===== config.mk =====
export PLATFORM = sky130hd
export DESIGN_NAME = fight_referee_flat
export DESIGN_NICKNAME = d
export VERILOG_FILES = /design/src/rtl/fight_referee_pkg.sv /design/src/rtl/fight_referee_if.sv /design/src/rtl/fight_referee_tick_timer.sv /design/src/rtl/fight_referee.sv /design/src/flat_wrapper.sv
export SDC_FILE = /design/constraint.sdc
export NUM_CORES = 1
export LEC_CHECK = 0
export ABC_CLOCK_PERIOD_IN_PS = 2000
export BUFFER_PORTS_ARGS = -buffer_cell sky130_fd_sc_hd__buf_4
export CAP_MARGIN = 30
export CORE_MARGIN = 2
export CORE_UTILIZATION = 51
export CTS_CLUSTER_SIZE = 30
export DETAILED_ROUTE_END_ITERATION = 8
export PLACE_DENSITY_LB_ADDON = 0.08
export SLEW_MARGIN = 10
export SYNTH_ARGS = -nofsm -noshare
export SYNTH_HDL_FRONTEND = slang
export SYNTH_SLANG_ARGS = --single-unit

===== constraint.sdc =====
create_clock -name clk -period 2 [get_ports clk]
set_input_delay 0.2 -clock clk [delete_from_list [all_inputs] [get_ports clk]]
set_output_delay 0.2 -clock clk [all_outputs]
set_load 0.01 [all_outputs]

===== src/rtl/fight_referee_pkg.sv =====
// Shared game definitions: referee states, winner codes, health and action constants.
package fight_referee_pkg;
  typedef enum logic [2:0] {
    S_IDLE, S_SETUP, S_FIGHT, S_ROUND_END, S_MATCH_END
  } state_e;

  typedef enum logic [1:0] {
    WIN_NONE  = 2'b00,
    WIN_LEFT  = 2'b01,
    WIN_RIGHT = 2'b10,
    WIN_DRAW  = 2'b11
  } winner_e;

  typedef enum logic [1:0] {
    ACT_IDLE, ACT_PUNCH, ACT_KICK, ACT_BLOCK
  } action_e;

  localparam logic [1:0] HEALTH_KO  = 2'd0;
  localparam logic [1:0] HEALTH_MAX = 2'd3;
  localparam logic [1:0] WINS_SAT   = 2'd3;

  function automatic logic [1:0] sat_inc(input logic [1:0] v);
    return (v == WINS_SAT) ? v : v + 2'd1;
  endfunction
endpackage


===== src/rtl/fight_referee_if.sv =====
// Game-side bus between the referee and the rest of the game (player health in, match status out).
interface fight_referee_if;
  logic       start;
  logic       game_tick;
  logic [1:0] left_health;
  logic [1:0] right_health;
  logic       players_rst_n;
  logic       fight_active;
  logic [2:0] round_num;
  logic [1:0] left_wins;
  logic [1:0] right_wins;
  logic [5:0] round_timer;
  logic       match_over;
  logic [1:0] winner;

  modport master (
    output start, game_tick, left_health, right_health,
    input  players_rst_n, fight_active, round_num, left_wins, right_wins,
           round_timer, match_over, winner
  );

  modport slave (
    input  start, game_tick, left_health, right_health,
    output players_rst_n, fight_active, round_num, left_wins, right_wins,
           round_timer, match_over, winner
  );
endinterface


===== src/rtl/fight_referee_tick_timer.sv =====
// Round countdown: parallel load, decrement on enable, stops at zero.
module tick_timer #(
  parameter int W = 6
) (
  input  logic         clk,
  input  logic         rst_n,
  input  logic         load,
  input  logic [W-1:0] load_val,
  input  logic         en,
  output logic [W-1:0] count,
  output logic         zero
);
  assign zero = (count == '0);

  always_ff @(posedge clk or negedge rst_n) begin
    if (!rst_n)           count <= '0;
    else if (load)        count <= load_val;
    else if (en && !zero) count <= count - W'(1);
  end
endmodule


===== src/rtl/fight_referee.sv =====
// Match referee: sequences rounds, judges KO/timeout, tallies wins and declares the match winner.
module fight_referee
  import fight_referee_pkg::*;
#(
  parameter int ROUND_TICKS = 60,
  parameter int WINS_NEEDED = 2,
  parameter int MAX_ROUNDS  = 5,
  parameter int PAUSE_TICKS = 8
) (
  input  logic            clk,
  input  logic            rst_n,
  fight_referee_if.slave  bus
);
  localparam logic [5:0] TIMER_LOAD  = 6'(ROUND_TICKS);
  localparam logic [7:0] PAUSE_LAST  = 8'(PAUSE_TICKS - 1);
  localparam logic [2:0] ROUND_LIMIT = 3'(MAX_ROUNDS);
  localparam logic [1:0] WINS_TARGET = 2'(WINS_NEEDED);

  state_e     state;
  logic       setup_cnt;
  logic [7:0] pause_cnt;
  logic       players_rst_n_q, fight_active_q, match_over_q;
  logic [2:0] round_num_q;
  logic [1:0] left_wins_q, right_wins_q;
  winner_e    winner_q;

  logic [5:0] timer_count;
  logic       timer_zero, timer_load, timer_en;
  logic       round_done, match_done;
  winner_e    round_res, final_winner;

  assign timer_load = (state == S_SETUP) && setup_cnt;
  assign timer_en   = (state == S_FIGHT) && bus.game_tick;

  tick_timer #(.W(6)) u_timer (
    .clk(clk), .rst_n(rst_n), .load(timer_load), .load_val(TIMER_LOAD),
    .en(timer_en), .count(timer_count), .zero(timer_zero)
  );

  // KO is judged first, so a knockout on the last tick never falls through to the timeout compare.
  always_comb begin
    round_done = 1'b0;
    round_res  = WIN_NONE;
    if (bus.left_health == HEALTH_KO || bus.right_health == HEALTH_KO) begin
      round_done = 1'b1;
      if (bus.left_health == HEALTH_KO && bus.right_health == HEALTH_KO) round_res = WIN_DRAW;
      else if (bus.left_health == HEALTH_KO)                             round_res = WIN_RIGHT;
      else                                                               round_res = WIN_LEFT;
    end else if (timer_count == 6'd1 || timer_zero) begin
      round_done = 1'b1;
      if (bus.left_health > bus.right_health)      round_res = WIN_LEFT;
      else if (bus.left_health < bus.right_health) round_res = WIN_RIGHT;
      else                                         round_res = WIN_DRAW;
    end
  end

  // Whoever reached the target necessarily has more wins, so one compare covers both end conditions.
  always_comb begin
    match_done = (left_wins_q == WINS_TARGET) || (right_wins_q == WINS_TARGET) ||
                 (round_num_q == ROUND_LIMIT);
    if (left_wins_q > right_wins_q)      final_winner = WIN_LEFT;
    else if (left_wins_q < right_wins_q) final_winner = WIN_RIGHT;
    else                                 final_winner = WIN_DRAW;
  end

  always_ff @(posedge clk or negedge rst_n) begin
    if (!rst_n) begin
      state           <= S_IDLE;
      setup_cnt       <= 1'b0;
      pause_cnt       <= '0;
      players_rst_n_q <= 1'b0;
      fight_active_q  <= 1'b0;
      round_num_q     <= '0;
      left_wins_q     <= '0;
      right_wins_q    <= '0;
      match_over_q    <= 1'b0;
      winner_q        <= WIN_NONE;
    end else begin
      case (state)
        S_IDLE, S_MATCH_END: if (bus.start) begin
          state           <= S_SETUP;
          setup_cnt       <= 1'b0;
          players_rst_n_q <= 1'b0;
          round_num_q     <= 3'd1;
          left_wins_q     <= '0;
          right_wins_q    <= '0;
          match_over_q    <= 1'b0;
          winner_q        <= WIN_NONE;
        end
        S_SETUP: begin
          if (setup_cnt) begin
            state           <= S_FIGHT;
            players_rst_n_q <= 1'b1;
            fight_active_q  <= 1'b1;
          end else begin
            setup_cnt <= 1'b1;
          end
        end
        S_FIGHT: if (timer_en && round_done) begin
          state          <= S_ROUND_END;
          fight_active_q <= 1'b0;
          pause_cnt      <= '0;
          case (round_res)
            WIN_LEFT:  left_wins_q  <= sat_inc(left_wins_q);
            WIN_RIGHT: right_wins_q <= sat_inc(right_wins_q);
            default: ;
          endcase
        end
        S_ROUND_END: if (bus.game_tick) begin
          if (pause_cnt == PAUSE_LAST) begin
            if (match_done) begin
              state        <= S_MATCH_END;
              match_over_q <= 1'b1;
              winner_q     <= final_winner;
            end else begin
              state           <= S_SETUP;
              setup_cnt       <= 1'b0;
              players_rst_n_q <= 1'b0;
              round_num_q     <= round_num_q + 3'd1;
            end
          end else begin
            pause_cnt <= pause_cnt + 8'd1;
          end
        end
        default: state <= S_IDLE;
      endcase
    end
  end

  assign bus.players_rst_n = players_rst_n_q;
  assign bus.fight_active  = fight_active_q;
  assign bus.round_num     = round_num_q;
  assign bus.left_wins     = left_wins_q;
  assign bus.right_wins    = right_wins_q;
  assign bus.round_timer   = timer_count;
  assign bus.match_over    = match_over_q;
  assign bus.winner        = winner_q;
endmodule


===== src/flat_wrapper.sv =====
// flat-port wrapper written by rule: the top's interface ports become plain ports
module fight_referee_flat import fight_referee_pkg::*;
#(
  parameter int ROUND_TICKS = 60,
  parameter int WINS_NEEDED = 2,
  parameter int MAX_ROUNDS  = 5,
  parameter int PAUSE_TICKS = 8
)
  (clk, rst_n, bus_start, bus_game_tick, bus_left_health, bus_right_health, bus_players_rst_n, bus_fight_active, bus_round_num, bus_left_wins, bus_right_wins, bus_round_timer, bus_match_over, bus_winner);
  fight_referee_if bus_i ();
  input  logic clk;
  input  logic rst_n;
  input wire logic [$bits(bus_i.start)-1:0] bus_start;
  input wire logic [$bits(bus_i.game_tick)-1:0] bus_game_tick;
  input wire logic [$bits(bus_i.left_health)-1:0] bus_left_health;
  input wire logic [$bits(bus_i.right_health)-1:0] bus_right_health;
  output wire logic [$bits(bus_i.players_rst_n)-1:0] bus_players_rst_n;
  output wire logic [$bits(bus_i.fight_active)-1:0] bus_fight_active;
  output wire logic [$bits(bus_i.round_num)-1:0] bus_round_num;
  output wire logic [$bits(bus_i.left_wins)-1:0] bus_left_wins;
  output wire logic [$bits(bus_i.right_wins)-1:0] bus_right_wins;
  output wire logic [$bits(bus_i.round_timer)-1:0] bus_round_timer;
  output wire logic [$bits(bus_i.match_over)-1:0] bus_match_over;
  output wire logic [$bits(bus_i.winner)-1:0] bus_winner;
  assign bus_i.start = bus_start;
  assign bus_i.game_tick = bus_game_tick;
  assign bus_i.left_health = bus_left_health;
  assign bus_i.right_health = bus_right_health;
  assign bus_players_rst_n = bus_i.players_rst_n;
  assign bus_fight_active = bus_i.fight_active;
  assign bus_round_num = bus_i.round_num;
  assign bus_left_wins = bus_i.left_wins;
  assign bus_right_wins = bus_i.right_wins;
  assign bus_round_timer = bus_i.round_timer;
  assign bus_match_over = bus_i.match_over;
  assign bus_winner = bus_i.winner;
  fight_referee #(.ROUND_TICKS(ROUND_TICKS), .WINS_NEEDED(WINS_NEEDED), .MAX_ROUNDS(MAX_ROUNDS), .PAUSE_TICKS(PAUSE_TICKS)) u_core (.clk(clk), .rst_n(rst_n), .bus(bus_i));
endmodule

==> impl_metrics.json <==
{
  "numCtsBuffers": 5,
  "vias_per_cell": 6.10,
  "dp_hpwl_mm": 3.39,
  "dieArea_sq_um": 4150,
  "synth-main-ff-cell": "dfrtp_1",
  "synth_top_area_frac": 0.403,
  "setup_tns_ns": -0.00347,
  "rsz0062_at_grt": "yes",
  "drt.antenna.violating_nets": 0,
  "power_mw": 3.00,
  "syn-num-nets": 225,
  "ys_seq_area_frac": 0.403,
  "setup_slack_ns": -0.00347,
  "p_seq_frac": 0.337,
  "area_growth_pct": 37.0,
  "p_leak_nw": 1.16,
  "drt-initial-drc-count": 147,
  "tritoncts": "built",
  "grt_first_pass_wirelength_mm": 8.37,
  "slowest_stage": "or4_4",
  "startpoint": "u_core.u_timer.count[2]",
  "clk_pin_slew_ns": 0.12,
  "critPathMaxStageDelay_ns": 0.56,
  "synth.most_common_cell": "dfrtp_1",
  "ys_types": 56,
  "synth_edf_count": 0,
  "cts_buffer_depth": 2,
  "synth_commonest_cells": "dfrtp_1 (30), o21ai_0 (20), nand2_1 (15)",
  "reg2reg_depth": 6,
  "crit_chain": "or4_4 > o2111ai_4 > nand3_2 > buf_4 > o21ai_1 > a21oi_2",
  "num_vias": 1879,
  "worst_slew_pin_slew_ns": 0.396,
  "max-slew-margin-rel": 0.736,
  "io_buffers": 25,
  "pre_cts_ws_ns": -0.0818,
  "core_sq_um": 3420,
  "dp.cells": 293,
  "cp-start-kind": "flip-flop",
  "outcome": "finished, violations left",
  "grt_overflow": 0,
  "switchingPower_mw": 1.22,
  "ys_seq_elements": 30,
  "crit_path_max_fanout": 3,
  "reg2reg_from": "u_core.u_timer.count[2]",
  "final_nets": 283,
  "fp.dieW_microns": 64.4,
  "holdWs_ns": 0.148,
  "hold_class": "in2reg",
  "clockPowerShare": 0.165,
  "yosysTopAreaCell": "dfrtp_1",
  "wire_per_inst_microns": 17.1,
  "synthCells": 203,
  "routed_wl_mm": 5.26,
  "hold_depth": 4,
  "antenna_found_initial": 0,
  "grt_max_degree": 31,
  "yosysWarnings": 0,
  "rows": 21,
  "finalClockSkew_ns": 0.0236,
  "crit_required_ns": 2.25,
  "slew_viol_final": 0,
  "avgSynthCellArea_sq_um": 9.17,
  "p_int_mw": 1.79,
  "finalNonFillerCells": 308,
  "drv_cap": 0,
  "hold_start": "bus_start",
  "period_share": 1.00,
  "post-route-min-period_ns": 2.00,
  "io_pins": 26,
  "netlist_area_sq_um": 1860,
  "max_freq_mhz": 499,
  "finalSetupViolCount": 1,
  "violations": "setup timing",
  "drc_errors": 0,
  "clkSinkCount": 30,
  "insertion_delay_ns": 0.35,
  "hold_viol": 0,
  "grt_pass1_vias": 1812,
  "peakVddDrop_uv": 797,
  "grt_usage": 0.262,
  "clk_root_buffer_cell": "clkbuf_4",
  "die_y_microns": 64.4,
  "path_class": "reg2reg",
  "htree_levels": 2,
  "swShare": 0.405,
  "arrival_ns": 2.25,
  "combinationalPowerShare": 0.498,
  "synth.area.top_cells": "dfrtp_1 (40%), ha_1 (9.4%), o21ai_0 (5.4%)",
  "initial_core_util": 0.545,
  "drt_pass1_iterations": 4,
  "antenna_cells": 0,
  "ys_async_sr_fraction": 1.00,
  "gp_congestion": 0.877,
  "power.density_nw_per_um2": 1180,
  "drive_above_1_share": 0.370,
  "endpoint_kind": "flip-flop"
}
area by class of cell:
cell class | count | area (sq um)
flip-flops and latches | 30 | 752
well taps | 46 | 57.6
clock inverters | 3 | 40.0
inverters | 13 | 48.8
clock buffers | 5 | 37.5
multi-input cells | 154 | 1170
fillers | 264 | 865
repair buffers | 57 | 442
repair_timing:
item,in CTS,in global routing
hold buffers,1,0
gates cloned,1,0
buffers inserted,1,4
gates resized for setup,7,31
endpoints found under the setup margin,5,16
hold endpoints to repair,30,0
pin swaps,4,18
worst max-delay path: cells and delay by family (launching register included):
family | cells | cell delay, ns
AOI/OAI and AO/OA | 3 | 0.59
buffers and inverters | 1 | 0.17
DFF | 1 | 0.42
and+or+nand+nor | 2 | 0.71
cells by family after synthesis:
kind of cell	Yosys count	share of synthesized area
XOR/XNOR	3	0.0141
buffers and inverters	20	0.0457
multiplexers	1	0.00538
AO/OA/AOI/OAI	56	0.191
flip-flops	30	0.403
adder cells (fa/ha/maj)	14	0.0941
AND/OR/NAND/NOR	79	0.247
per-stage QoR:
step | instance area, sq um | util
4_1_cts | 2410 | 0.706
3_3_place_gp | 2270 | 0.666
2_1_floorplan | 1870 | -
6_report | 2550 | 0.747
3_5_place_dp | 2270 | 0.666
5_1_grt | 2550 | 0.747
placed cells by master (no fill, tap or decap), drive strengths merged, types with 2 or more instances in the layout:
| cell | n |
|---|---|
| and3 | 3 |
| or3 | 7 |
| nand3 | 7 |
| nor2 | 14 |
| ha | 14 |
| clkbuf | 5 |
| o22ai | 3 |
| nand4 | 6 |
| o21ai | 21 |
| xor2 | 2 |
| a21boi | 2 |
| nand2 | 15 |
| nor4 | 2 |
| and2 | 3 |
| dfrtp | 30 |
| a221o | 2 |
| a31oi | 2 |
| buf | 56 |
| or4 | 2 |
| o2111ai | 2 |
| nor2b | 4 |
| inv | 13 |
| a21oi | 12 |
| o211ai | 2 |
| or2 | 2 |
| clkinv | 2 |
| nand2b | 2 |
| nor3 | 3 |
| and4bb | 2 |
| nor4b | 2 |
layer usage:
metal	vias up	GRT usage	share of wire	routed length, microns
li1	870	-	-	-
met1	875	0.337	0.41	2160
met2	103	0.417	0.46	2430
met3	31	0.0833	0.083	434
met4	0	0.0904	0.046	240
met5	-	0	0	0
state kept, by name, summed over array words and instances, names as in the netlist:
| register | flops |
|---|---|
| u_core.bus.right_wins | 2 |
| u_core.bus.left_wins | 2 |
| u_core.bus.round_num | 3 |
| u_core.u_timer.count | 6 |
| u_core.bus.winner | 2 |
| u_core.bus.match_over | 1 |
| u_core.setup_cnt | 1 |
| u_core.bus.fight_active | 1 |
| u_core.pause_cnt | 8 |
| u_core.state | 3 |
| u_core.bus.players_rst_n | 1 |
worst paths after layout:
check                                           end  slack, ns
max in group asynchronous  u_core.bus.right_wins[1]       1.39
max                             u_core.pause_cnt[5]     -0.003
min in group asynchronous          u_core.setup_cnt       0.31
max reg2reg                     u_core.pause_cnt[5]     -0.003
min reg2reg                u_core.bus.players_rst_n       0.49
min                                 u_core.state[2]       0.15
power groups by stage:
| stage | combinational (mW) | sequential [mW] | clock, mW |
|---|---|---|---|
| 2_1_floorplan | 0.653 | 1.04 | 0 |
| 3_3_place_gp | 1.20 | 0.969 | 0 |
| 3_5_place_dp | 1.25 | 0.990 | 0 |
| 4_1_cts | 1.31 | 0.982 | 0.499 |
| 5_1_grt | 1.66 | 1.04 | 0.527 |
| 6_report | 1.50 | 1.01 | 0.495 |
Note: power is estimated with default switching activity, not from simulation.
